==> src/rtl/hwpe_multi_stream_ctrl_pkg.sv <==
// ============================================================================
// Module : hwpe_multi_stream_ctrl_pkg
// Brief  : State encoding and default sizing for the multi-stream HWPE control FSM.
// Rev    : 1.0  initial release
// ============================================================================
`default_nettype none

package hwpe_multi_stream_ctrl_pkg;

  localparam int unsigned c_def_n_src  = 2;
  localparam int unsigned c_def_n_snk  = 1;
  localparam int unsigned c_def_cnt_w  = 16;
  localparam int unsigned c_def_iter_w = 16;

  typedef enum logic [2:0] {
    IDLE      = 3'd0,
    START     = 3'd1,
    WAIT      = 3'd2,
    COMPUTE   = 3'd3,
    UPDATE    = 3'd4,
    TERMINATE = 3'd5
  } state_t;

endpackage

`default_nettype wire

==> src/rtl/hwpe_multi_stream_ctrl_fsm.sv <==
// ============================================================================
// Module : hwpe_multi_stream_ctrl_fsm
// Brief  : Job-level control FSM that launches N_SRC/N_SNK streams plus the
//          engine per iteration and steps the uloop until it reports done.
// Rev    : 1.0  initial release
// ============================================================================
`default_nettype none

module hwpe_multi_stream_ctrl_fsm
  import hwpe_multi_stream_ctrl_pkg::*;
#(
  parameter int unsigned N_SRC  = c_def_n_src,
  parameter int unsigned N_SNK  = c_def_n_snk,
  parameter int unsigned CNT_W  = c_def_cnt_w,
  parameter int unsigned ITER_W = c_def_iter_w
) (
  input  logic              clk_i,
  input  logic              rst_ni,
  input  logic              clear_i,
  input  logic              start_i,
  input  logic              abort_i,
  input  logic [N_SRC-1:0]  src_en_i,
  input  logic [N_SNK-1:0]  snk_en_i,
  input  logic [N_SRC-1:0]  src_ready_start_i,
  input  logic [N_SNK-1:0]  snk_ready_start_i,
  output logic [N_SRC-1:0]  src_req_start_o,
  output logic [N_SNK-1:0]  snk_req_start_o,
  input  logic [CNT_W-1:0]  cnt_limit_i,
  input  logic [CNT_W-1:0]  eng_cnt_i,
  input  logic              eng_ready_i,
  output logic              eng_start_o,
  output logic              eng_clear_o,
  output logic              eng_enable_o,
  input  logic              ucode_valid_i,
  input  logic              ucode_done_i,
  output logic              ucode_enable_o,
  output logic              ucode_clear_o,
  output logic              done_o,
  output logic              evt_o,
  output logic              busy_o,
  output logic [ITER_W-1:0] iter_cnt_o
);

  state_t              r_state;
  state_t              w_state_nxt;
  logic [ITER_W-1:0]   r_iter_cnt;
  logic [ITER_W-1:0]   w_iter_cnt_nxt;
  logic                w_all_rdy;
  logic                w_zero_len;
  logic                w_launch;

  // Disabled streams never hold back a launch.
  assign w_all_rdy  = (&(src_ready_start_i | ~src_en_i)) & (&(snk_ready_start_i | ~snk_en_i));
  assign w_zero_len = (cnt_limit_i == '0);

  always_ff @(posedge clk_i or negedge rst_ni) begin
    if (!rst_ni) begin
      r_state    <= IDLE;
      r_iter_cnt <= '0;
    end else begin
      r_state    <= w_state_nxt;
      r_iter_cnt <= w_iter_cnt_nxt;
    end
  end

  always_comb begin
    w_state_nxt    = r_state;
    w_iter_cnt_nxt = r_iter_cnt;
    w_launch       = 1'b0;
    eng_start_o    = 1'b0;
    eng_clear_o    = 1'b1;
    eng_enable_o   = 1'b1;
    ucode_enable_o = 1'b0;
    ucode_clear_o  = 1'b0;
    done_o         = 1'b0;

    case (r_state)
      IDLE: begin
        ucode_clear_o = 1'b1;
        if (start_i) begin
          w_state_nxt    = START;
          w_iter_cnt_nxt = '0;
        end
      end

      START, WAIT: begin
        eng_clear_o = 1'b0;
        if (!w_all_rdy) begin
          eng_enable_o = 1'b0;
          w_state_nxt  = WAIT;
        end else if (w_zero_len) begin
          w_state_nxt = UPDATE;
        end else begin
          w_launch    = 1'b1;
          eng_start_o = 1'b1;
          w_state_nxt = COMPUTE;
        end
      end

      COMPUTE: begin
        eng_clear_o = 1'b0;
        eng_start_o = eng_ready_i;
        if (eng_cnt_i == cnt_limit_i) begin
          w_state_nxt = UPDATE;
          if (!(&r_iter_cnt)) begin
            w_iter_cnt_nxt = r_iter_cnt + 1'b1;
          end
        end
      end

      UPDATE: begin
        if (!ucode_valid_i) begin
          ucode_enable_o = 1'b1;
        end else if (ucode_done_i) begin
          w_state_nxt = TERMINATE;
        end else if (!w_all_rdy) begin
          w_state_nxt = WAIT;
        end else if (!w_zero_len) begin
          w_launch    = 1'b1;
          eng_start_o = 1'b1;
          w_state_nxt = COMPUTE;
        end
      end

      TERMINATE: begin
        eng_enable_o = 1'b0;
        if (w_all_rdy) begin
          done_o      = 1'b1;
          w_state_nxt = IDLE;
        end
      end

      default: begin
        w_state_nxt = IDLE;
      end
    endcase

    // Abort and clear override any pulse or transition decided above.
    if (abort_i && (r_state != IDLE)) begin
      w_launch       = 1'b0;
      eng_start_o    = 1'b0;
      ucode_enable_o = 1'b0;
      done_o         = 1'b0;
      w_state_nxt    = TERMINATE;
      w_iter_cnt_nxt = r_iter_cnt;
    end
    if (clear_i) begin
      w_launch       = 1'b0;
      eng_start_o    = 1'b0;
      ucode_enable_o = 1'b0;
      done_o         = 1'b0;
      w_state_nxt    = IDLE;
      w_iter_cnt_nxt = '0;
    end
  end

  assign src_req_start_o = w_launch ? src_en_i : '0;
  assign snk_req_start_o = w_launch ? snk_en_i : '0;
  assign evt_o           = done_o;
  assign busy_o          = (r_state != IDLE);
  assign iter_cnt_o      = r_iter_cnt;

endmodule

`default_nettype wire
==> config.mk <==
export PLATFORM = sky130hd
export DESIGN_NAME = hwpe_multi_stream_ctrl_fsm
export DESIGN_NICKNAME = d
export VERILOG_FILES = /design/src/rtl/hwpe_multi_stream_ctrl_pkg.sv /design/src/rtl/hwpe_multi_stream_ctrl_fsm.sv
export SDC_FILE = /design/constraint.sdc
export NUM_CORES = 1
export LEC_CHECK = 0
export CAP_MARGIN = 30
export CORE_MARGIN = 3
export CORE_UTILIZATION = 35
export CTS_CLUSTER_SIZE = 30
export DETAILED_ROUTE_END_ITERATION = 16
export PLACE_DENSITY_LB_ADDON = 0.08
export SYNTH_ARGS = -nofsm -noshare
export SYNTH_HDL_FRONTEND = slang
export SYNTH_SLANG_ARGS = --single-unit
==> constraint.sdc <==
create_clock -name clk_i -period 3.1 [get_ports clk_i]
set_clock_uncertainty 0.2 [all_clocks]
set_input_delay 0.62 -clock clk_i [delete_from_list [all_inputs] [get_ports clk_i]]
set_output_delay 0.62 -clock clk_i [all_outputs]
set_load 0.005 [all_outputs]
# Word-level counts from Yosys, hierarchy flattened
# Cells that the tools add are included.
word_totals:
  inputBits: 46
  out_inout_bits: 27
  reg_bits: 19
op_classes:
  reduce_logical: 11
  add_sub_neg: 1
  bitwise_logic: 5
  n_eq_ne: 15
  n_mux: 41
ops:
  columns: ["op", "n"]
  rows:
  - ["$mux 16", 5]
  - ["$mux 3", 11]
  - ["$pmux 16 s2", 1]
  - ["$mux 1", 19]
  - ["$add 16x1->16 const B", 1]
  - ["$eq 16x16->1", 1]
  - ["$logic_not 16->1", 1]
  - ["$ne 4x4->1 const B", 4]
  - ["$reduce_and 16->1", 1]
  - ["$pmux 3 s5", 1]
  - ["$reduce_and 5->1", 2]
  - ["$ne 3x3->1 const B", 3]
  - ["$eq 3x2->1 const B", 2]
  - ["$eq 3x3->1 const B", 2]
  - ["$ne 6x6->1 const B", 1]
  - ["$reduce_bool 3->1", 2]
  - ["$pmux 1 s2", 2]
  - ["$eq 3x1->1 const B", 1]
  - ["$logic_not 3->1", 1]
  - ["$pmux 1 s3", 1]
  - ["$reduce_or 3->1", 1]
  - ["$mux 2", 1]
  - ["$ne 2x2->1 const B", 1]
  - ["$not 2->2", 1]
  - ["other kinds (7)", 7]

# Longest topological paths before layout
depth:
  word_depth: 11
  depth_mapped: 8
  ltp_nobuf: 7

# Least setup slack after synthesis
# No wires, ideal clock.
synth_path:
  path_type: "input to output"
  startpoint: "in ucode_done_i"
  endpoint: "out snk_req_start_o"
  t_arrival_ns: 1.813
  cell_stages: 5
  setup_slack_ns: 0.467
  path_cell_list: "or4b_1 o22ai_1 nand3_1 a211oi_1 and2_1"
synth_between:
  elab_chain_len: 6
synth_lines:
  columns: ["element", "line", "source"]
  rows:
  - ["start, declared", "hwpe_multi_stream_ctrl_fsm.sv:35", "input logic ucode_done_i,"]
  - ["$mux 1", "hwpe_multi_stream_ctrl_fsm.sv:114", "end else if (ucode_done_i) begin"]
  - ["$mux 1", "hwpe_multi_stream_ctrl_fsm.sv:112", "if (!ucode_valid_i) begin"]
  - ["$pmux 1 s2", "hwpe_multi_stream_ctrl_fsm.sv:77", "case (r_state)"]
  - ["$mux 1", "hwpe_multi_stream_ctrl_fsm.sv:139", "if (abort_i && (r_state != IDLE)) begin"]
  - ["$mux 1", "hwpe_multi_stream_ctrl_fsm.sv:147", "if (clear_i) begin"]
  - ["$mux 1", "hwpe_multi_stream_ctrl_fsm.sv:158", "assign snk_req_start_o = w_launch ? snk_en_i : '0;"]
  - ["end, declared", "hwpe_multi_stream_ctrl_fsm.sv:27", "output logic [N_SNK-1:0] snk_req_start_o,"]
# No other way between the ends.

# Worst setup path after layout
layout_path:
  startpoint: "in cnt_limit_i[13]"
  endpoint: "out eng_start_o"
layout_between:
  elab_chain_len: 8
layout_lines:
  columns: ["element", "line", "source"]
  rows:
  - ["start, declared", "hwpe_multi_stream_ctrl_fsm.sv:28", "input logic [CNT_W-1:0] cnt_limit_i,"]
  - ["$logic_not 16->1 (*)", "hwpe_multi_stream_ctrl_fsm.sv:54", "assign w_zero_len = (cnt_limit_i == '0);"]
  - ["$mux 1 (*)", "hwpe_multi_stream_ctrl_fsm.sv:91, hwpe_multi_stream_ctrl_fsm.sv:118", null]
  - ["$mux 1 (*)", "hwpe_multi_stream_ctrl_fsm.sv:116", "end else if (!w_all_rdy) begin"]
  - ["$mux 1", "hwpe_multi_stream_ctrl_fsm.sv:114", null]
  - ["$mux 1", "hwpe_multi_stream_ctrl_fsm.sv:112", null]
  - ["$pmux 1 s3 (*)", "hwpe_multi_stream_ctrl_fsm.sv:77", null]
  - ["$mux 1 (*)", "hwpe_multi_stream_ctrl_fsm.sv:139", null]
  - ["$mux 1 (*)", "hwpe_multi_stream_ctrl_fsm.sv:147", null]
  - ["end, declared", "hwpe_multi_stream_ctrl_fsm.sv:31", "output logic eng_start_o,"]
# Every way passes the cells marked *; elsewhere a longest branch is shown, timed or not.

==> impl_metrics.json <==
{
  "r2r_start": "r_state[1]",
  "dp.cells": 349,
  "place.gp.congestion": 0.853,
  "synth_seq_cells": 19,
  "holdWs_ps": 324,
  "worstPathMaxFanout": 3,
  "core_area_um2": 4440,
  "vias_per_cell": 5.50,
  "min_from": "iter_cnt_o[15]",
  "globalRouteOverflowTotal": 0,
  "cp_cell_sequence": "clkdlybuf4s50_1, nor4_2, nand4_1, nand3_2, o21ai_0, a21oi_1, nor3_1, dlygate4sd2_1",
  "r2r_cells": 8,
  "fp.dieArea_um2": 5550,
  "area_growth_pct": 69.4,
  "intPower_uw": 588,
  "worst_setup_path_end_kind": "primary output",
  "p_sw_share_pct": 34.7,
  "cts_max_level": 1,
  "rrSetupSlack_ps": 730,
  "finalNonFillerCells": 354,
  "critical_path_required_ps": 2280,
  "worst_path_largest_cell_delay_ps": 450,
  "cts_tree": "built",
  "p_seq_share_pct": 29.3,
  "path_clk_slew_ps": 70,
  "ant_nets": 0,
  "ir_drop_v": 0.000161,
  "dp_hpwl_um": 4180,
  "period_minus_slack_ps": 2990,
  "synth_flop_cell": "dfrtp_1",
  "fin_area_um2": 2780,
  "cp_slowest_cell": "clkdlybuf4s50_1",
  "final_hold_viol_count": 0,
  "slew_violations": 0,
  "grt_pass1_wl_um": 8330,
  "firstDrtPassIters": 4,
  "finalSetupViolations": 0,
  "maxCapViolCount": 0,
  "critPathLaunchType": "input port",
  "grt_max_degree": 20,
  "antenna_found_initial": 0,
  "r2r_end": "iter_cnt_o[2]",
  "fin_nets": 350,
  "switchingPower_uw": 313,
  "hold_path_depth": 1,
  "yosysWarnings": 0,
  "leakage_uw": 0.00118,
  "clock_sinks": 19,
  "netlist_area_um2": 1640,
  "insertedDiodeCount": 0,
  "async_flop_share_pct": 100,
  "start_util_pct": 37.0,
  "yosysSeqAreaShare_pct": 28.9,
  "num_rows": 24,
  "comb_power_share_pct": 51.3,
  "arrival_ps": 2170,
  "wl_per_cell_um": 14.7,
  "drc_errors": 0,
  "syn_avg_cell_area_um2": 8.26,
  "fin_util_pct": 62.6,
  "root_buffer": "clkbuf_8",
  "syn_nets": 246,
  "status": "finished clean",
  "die_y_um": 74.5,
  "power_density_nw_per_um2": 324,
  "drt_iter0_drc": 131,
  "cts.path.max_buffers": 2,
  "fmax_ghz": 0.335,
  "power.share.clock_pct": 19.4,
  "worst_pin_slew_ps": 556,
  "io_buffers": 72,
  "path_class": "input port to primary output",
  "rsz0062_at_grt": "false",
  "setup-tns-final_ps": 0,
  "ios": 73,
  "vias": 1946,
  "grt_pass1_vias": 1844,
  "track_usage_pct": 19.1,
  "max_slew_margin_pct": 62.7,
  "ys_types": 48,
  "drive_gt1_share_pct": 22.5,
  "synth_edf_count": 0,
  "whs_endpoint": "iter_cnt_o[15]",
  "postSynthCellCount": 199,
  "cts_buffers": 3,
  "min_path_type": "flip-flop to flip-flop",
  "postPlaceCellArea_um2": 2650,
  "wl_um": 5200,
  "die_w_um": 74.5,
  "final.period_utilization_pct": 96.4,
  "insertion_delay_ps": 260
}
==> how the worst max path moves through the flow <==
stage | startpoint | depth (start not counted) | to | slack (ps)
6_report | cnt_limit_i[13] | 8 | eng_start_o | 110
3_3_place_gp | ucode_done_i | 7 | src_req_start_o[1] | -510
5_1_grt | cnt_limit_i[13] | 8 | eng_start_o | 2
3_5_place_dp | ucode_done_i | 7 | src_req_start_o[0] | -570
4_1_cts | ucode_done_i | 8 | src_req_start_o[0] | 10
2_1_floorplan | ucode_done_i | 5 | snk_req_start_o | 470
==> cells in the mapped netlist, drive strengths merged (3+ instances only) <==
master   n  area [um^2]
nor2b    4         25.0
nand2   21         78.8
buf      7         37.5
dfrtp   19          475
o31ai    6         45.0
a31oi    6         37.5
nor2    16         60.1
o211ai   6         45.0
nand3   11         65.1
nand4    7         43.8
o21ai    9         45.0
nor4     6         52.6
and2     4         25.0
clkbuf   3         11.3
inv      6         22.5
or2      3         18.8
a21oi    8         40.0
xnor2   17          149
nor3     7         35.0
==> flip-flops by register name, summed over array words and instances (netlist names) <==
signal	flops
iter_cnt_o	16
r_state	3
==> power by group through the flow <==
stage / Clock, uW / Combinational (uW) / Sequential, uW
5_1_grt: 190 / 500 / 264
3_3_place_gp: 0 / 429 / 270
2_1_floorplan: 0 / 211 / 267
3_5_place_dp: 0 / 429 / 270
6_report: 175 / 462 / 264
4_1_cts: 180 / 440 / 265
==> final cells by class <==
cell class | count | area, um^2
clock buffers | 3 | 41.3
clock inverters | 1 | 5.00
fillers | 423 | 1660
inverters | 6 | 22.5
multi-input cells | 164 | 1170
flip-flops and latches | 19 | 475
well taps | 52 | 65.1
repair buffers | 109 | 1000
==> cell usage in the layout, fill, tap and decap left out, types with 2 or more instances in the layout <==
| master | synthesis | final |
|---|---|---|
| a21oi_1 | 8 | 8 |
| nand3b_1 | 2 | 2 |
| nor3b_1 | 2 | 2 |
| clkdlybuf4s50_1 | 0 | 53 |
| inv_1 | 6 | 6 |
| and2_1 | 4 | 4 |
| dlymetal6s2s_1 | 0 | 10 |
| or2_2 | 3 | 3 |
| nand3_1 | 9 | 8 |
| nor4_2 | 0 | 4 |
| nor2b_1 | 4 | 2 |
| nand4_1 | 7 | 7 |
| a31oi_1 | 6 | 6 |
| buf_4 | 1 | 36 |
| nor2_1 | 16 | 16 |
| dfrtp_1 | 19 | 19 |
| o211ai_1 | 6 | 6 |
| a211oi_4 | 1 | 2 |
| xnor2_1 | 17 | 17 |
| buf_2 | 6 | 3 |
| o311ai_1 | 2 | 2 |
| clkbuf_8 | 0 | 3 |
| o41ai_2 | 2 | 2 |
| nand3_2 | 2 | 3 |
| a21o_1 | 2 | 2 |
| o21ai_0 | 9 | 9 |
| nor3_1 | 7 | 7 |
| o31ai_1 | 6 | 6 |
| nand2_1 | 21 | 21 |
| dlygate4sd2_1 | 0 | 5 |
==> stage by stage <==
| stage | power, uW | worst slack, ps |
|---|---|---|
| after floorplan | 478 | 467 |
| after global placement | 699 | -512 |
| after detailed placement | 699 | -565 |
| after CTS | 885 | 12.6 |
| after global routing | 955 | 1.75 |
| final | 901 | 113 |
==> worst max-delay path: cells and delay by family <==
family | cells | cell delay, ps
buf+inv | 2 | 720
compound gates | 2 | 230
simple gates | 4 | 610
==> what timing repair did <==
action | CTS | global route
setup buffers | 1 | 0
gates resized for setup | 25 | 20
endpoints found under the setup margin | 7 | 4
pin swaps | 8 | 12
hold buffers | 0 | 0
==> cells by family after synthesis <==
| group | count (synthesis) | synth area share (%) |
|---|---|---|
| AND/OR/NAND/NOR | 92 | 31.0 |
| XOR/XNOR | 17 | 9.06 |
| AO/OA/AOI/OAI | 53 | 25.3 |
| flip-flops | 19 | 28.9 |
| buffers and inverters | 16 | 4.34 |
| adder cells (fa/ha/maj) | 1 | 0.761 |
| multiplexers | 1 | 0.609 |
==> layer usage <==
layer,GRT usage (%),up-vias,wire (um)
met5,0,-,0
met3,5.14,2,335
met2,31.3,63,2430
met1,25.9,925,2410
met4,2.57,0,25
li1,-,956,-
(Power assumes the default switching activity.)
